`config.mk`:
```
export PLATFORM = sky130hd
export DESIGN_NAME = step_timer
export DESIGN_NICKNAME = d
export VERILOG_FILES = /design/src/rtl/room_thermal_model_step_timer.sv
export SDC_FILE = /design/constraint.sdc
export NUM_CORES = 1
export LEC_CHECK = 0
export BUFFER_PORTS_ARGS = -buffer_cell sky130_fd_sc_hd__buf_2
export CAP_MARGIN = 25
export CORE_AREA = 2 2 39 41
export CTS_BUF_LIST = sky130_fd_sc_hd__clkbuf_16
export CTS_CLUSTER_DIAMETER = 120
export DETAILED_ROUTE_END_ITERATION = 10
export DIE_AREA = 0 0 41 43
export MAX_ROUTING_LAYER = met4
export SLEW_MARGIN = 20
export SYNTH_ARGS = -nofsm -noshare
export SYNTH_HDL_FRONTEND = slang
export SYNTH_SLANG_ARGS = --single-unit
export TNS_END_PERCENT = 20
```
`constraint.sdc`:
```
create_clock -name clk -period 2.4 [get_ports clk]
set_input_delay 0.12 -clock clk [delete_from_list [all_inputs] [get_ports clk]]
set_output_delay 0.12 -clock clk [all_outputs]
set_load 0.02 [all_outputs]
```
`src/rtl/room_thermal_model_step_timer.sv`:
```
// Period counter: counts 0..last, ticks on the terminal count, restarts on request.
// A restart discards any partial period and suppresses the tick.
module step_timer (
  input  logic       clk,
  input  logic       rst,
  input  logic       restart,
  input  logic [7:0] last,
  output logic       tick
);

  logic [7:0] cnt;

  assign tick = !restart && (cnt == last);

  always_ff @(posedge clk) begin
    if (rst) begin
      cnt <= 8'd0;
    end else if (restart || tick) begin
      cnt <= 8'd0;
    end else begin
      cnt <= cnt + 8'd1;
    end
  end

endmodule

```
==> run_results.csv <==
group,metric,value,unit
status,result_of_the_run,"completed",
layout,layout-area-overhead-vs-synth,29.8,%
layout,largest_reg_flops,8,
critical_path,slowest_delay,520,ps
yosys,synth-edff-count,0,
yosys,synth.lib_cells_used.distinct,18,
critical_path,data_required_time_of_the_worst_path,2280,ps
layout,layout.nets,74,
critical_path,cpLargestDelayFamily,"simple AND/OR/NAND/NOR gates",
floorplan,start_util,34.6,%
yosys,synth_flop_cell,"sky130_fd_sc_hd__dfxtp_1",
layout,reg.largest.list,"cnt x8",
placement,place_congestion,0.805,
critical_path,cell_by_cell_trace_of_the_critical_path,"xor2_2 -> nor4_4 -> and3b_1 -> buf_2",
global_route,grt_pass1_wl,1.75,mm
critical_path,worst-setup-path-type,"reg2out",
drt,drcViolationCount,0,
critical_path,critPathLaunchType,"register",
yosys,synth-seq-area-share,33.4,%
drt,wl,1.04,mm
pwr,power.ir.vdd_worst,0.368,mV
floorplan,die_h,43,um
critical_path,endpoint_class_of_the_critical_path,"output pin",
sta,final_period_minus_worst_setup_slack,1860,ps
yosys,synthDominantAreaCellType,"sky130_fd_sc_hd__dfxtp_1",
yosys,combinational_family_with_the_most_area_after_synthesis,"simple AND/OR/NAND/NOR gates",
sta,timing.max_slew.rel_slack,65.1,%
global_route,first_global_vias,377,
sta,setup_viol,0,
clock_network,clkSlewWorstSetupHoldPaths,40,ps
yosys,synth.most_common_cell,"sky130_fd_sc_hd__xor2_1",
pwr,leakagePower,0.247,nW
layout,fraction_of_layout_cells_with_a_size_suffix_above_1,31.7,%
clock_network,h-tree-depth,1,
drt,final_antenna_net_count,0,
yosys,post_synth_instance_area,479,sq um
placement,place.detailed.hpwl,743,um
sta,timing.final.max_slew_violations,0,
critical_path,critPathSlowestCell,"sky130_fd_sc_hd__nor4_4",
floorplan,core_area,0.00138,sq mm
floorplan,width_of_the_die,41,um
sta,timing.clock.skew,0.796,ps
yosys,post_synthesis_async_set_or_reset_flop_share,0,%
yosys,synth.area.mux_share,0,%
global_route,grt_start_max_net_pins,10,
clock_network,post_cts_resized,0,
placement,dpl_worst_slack,797,ps
yosys,synth_simple_gate_area_share,21.9,%
sta,achievable_clock_frequency,0.536,GHz
sta,setup_repair_after_global_routing_missed_its_margin,"no",
yosys,synth_fa_ha_area_share,2.61,%
layout,final_cell_count_no_fill,76,
yosys,synth_xor_area_share,21.7,%
floorplan,fp.dieArea,0.00176,sq mm
critical_path,crit_arrival,1740,ps
sta,layout_setup_ws,536,ps
drt,post_drt_via_cell_ratio,5.38,
sta,tightestPinTransition,520,ps
yosys,synthDominantCellAreaShare,33.4,%
clock_network,tritoncts_clock_tree,"done",
placement,io_buffer_count,11,
placement,placement_cell_area,547,sq um
floorplan,floorplan.io_pins,12,
layout,insertedDiodeCount,0,
yosys,synth_compound_area_share,16.4,%
global_route,antenna_found_initial,0,
yosys,synth_nets,59,
clock_network,postCtsHoldBufs,0,
clock_network,cts_root_buf,"sky130_fd_sc_hd__clkbuf_16",
critical_path,critical_path_buf_inv_count,1,
yosys,postSynthAreaPerCell,10.2,sq um
layout,registers.top_by_ff_count,"cnt",
sta,final_clock_period_utilization_by_the_worst_path,77.7,%
flow_run,cap_violations,0,
clock_network,clock_insertion_delay_worst_skew,230,ps
sta,hold_viol,0,
clock_network,clockBufferDepth,2,
yosys,postSynthCellCount,47,
layout,postLayoutCellArea,622,sq um
hold_path,hp-class,"in2reg",
drt,drtIter0Drc,11,
clock_network,cts_num_sinks,8,
sta,setup_tns,0,ps
yosys,synth_warnings,0,
floorplan,num_rows,14,
clock_network,number_of_buffers_added_by_the_clock_tree_synthesis_step,3,
yosys,synth.ff_latch_count,8,
pwr,power_per_cell_area,719,mW/mm^2
drt,dr.pass1.iters,4,
clock_network,cts.repair_timing.setup_buffer_count,0,
placement,placed_cells,73,
yosys,synthTopCellsByCount,"sky130_fd_sc_hd__xor2_1 (9), sky130_fd_sc_hd__dfxtp_1 (8), sky130_fd_sc_hd__a211oi_1 (5)",
sta,finalHoldWorstSlack,262,ps
yosys,yosys-top-cells-area,"sky130_fd_sc_hd__dfxtp_1 (33%), sky130_fd_sc_hd__xor2_1 (16%), sky130_fd_sc_hd__nor4_4 (8.9%), sky130_fd_sc_hd__a211oi_1 (7.8%), sky130_fd_sc_hd__a221oi_1 (5.5%)",
global_route,overflow,0,
drt,dr_total_vias,409,
drt,drt-wirelength-per-cell,13.7,um
global_route,grt_use_total,15.4,%
critical_path,path_max_fanout,9,
==> power by group <==
part           total (W)  switching, W  internal (W)  leakage, nW
Clock           0.000278     0.0000638      0.000215       0.0370
Sequential      0.000138    0.00000227      0.000135       0.0647
Combinational  0.0000313     0.0000172     0.0000141        0.145
==> logic make-up (layout without fill, tap and decap cells) <==
| group | Yosys count | after routing |
|---|---|---|
| xor gates and xnor gates | 11 | 11 |
| adders and majority gates | 1 | 1 |
| DFF | 8 | 8 |
| buffers and inverters | 3 | 16 |
| and+or+nand+nor | 13 | 13 |
| AOI/OAI and AO/OA | 11 | 11 |
==> layer usage <==
layer  share of wire (%)  GRT usage, %  vias up  routed length [um]
met3                 2.5          3.14        2                  26
met4                 1.2          10.0        0                  12
li1                    -             -      204                   -
met1                  47          20.1      194                 487
met5                   0             -        -                   0
met2                  49          20.6        9                 515
==> final cells by class <==
type	count	area (sq um)
well taps	16	20.0
multi-input cells	36	300
repair buffers	12	62.6
flip-flops and latches	8	160
fillers	133	762
clock buffers	3	75.1
inverters	1	3.75
==> layout by cell type (no fill, tap or decap), types with 2 or more instances in the layout <==
| master | n |
|---|---|
| sky130_fd_sc_hd__nand2_1 | 2 |
| sky130_fd_sc_hd__a221oi_1 | 3 |
| sky130_fd_sc_hd__a211oi_1 | 5 |
| sky130_fd_sc_hd__dfxtp_1 | 8 |
| sky130_fd_sc_hd__o21ai_0 | 3 |
| sky130_fd_sc_hd__clkbuf_16 | 3 |
| sky130_fd_sc_hd__nor4_4 | 2 |
| sky130_fd_sc_hd__buf_2 | 11 |
| sky130_fd_sc_hd__xor2_1 | 9 |
| sky130_fd_sc_hd__nand3_1 | 3 |
| sky130_fd_sc_hd__or3_1 | 3 |
==> through the flow <==
stage | total power [W] | utilization (%)
after floorplan | 0.000158 | -
after global placement | 0.000170 | 39.5
after detailed placement | 0.000171 | 39.5
after CTS | 0.000451 | 44.9
after global routing | 0.000464 | 44.9
final | 0.000447 | 44.9
==> worst reg2reg max path: stages, from the launching register on <==
cell and delay, ps:
sky130_fd_sc_hd__dfxtp_1 480, sky130_fd_sc_hd__xor2_2 140, sky130_fd_sc_hd__nor4_4 520, sky130_fd_sc_hd__a221oi_1 180
==> worst paths after layout <==
kind | from | end | slack, ps | cells past startpoint
hold / removal | rst | cnt[2] | 260 | 3
setup reg to reg | cnt[2] | cnt[5] | 940 | 3
setup / recovery | cnt[2] | tick | 540 | 4
hold reg to reg | cnt[0] | cnt[0] | 520 | 1
Power figures use the tool's default switching activity.
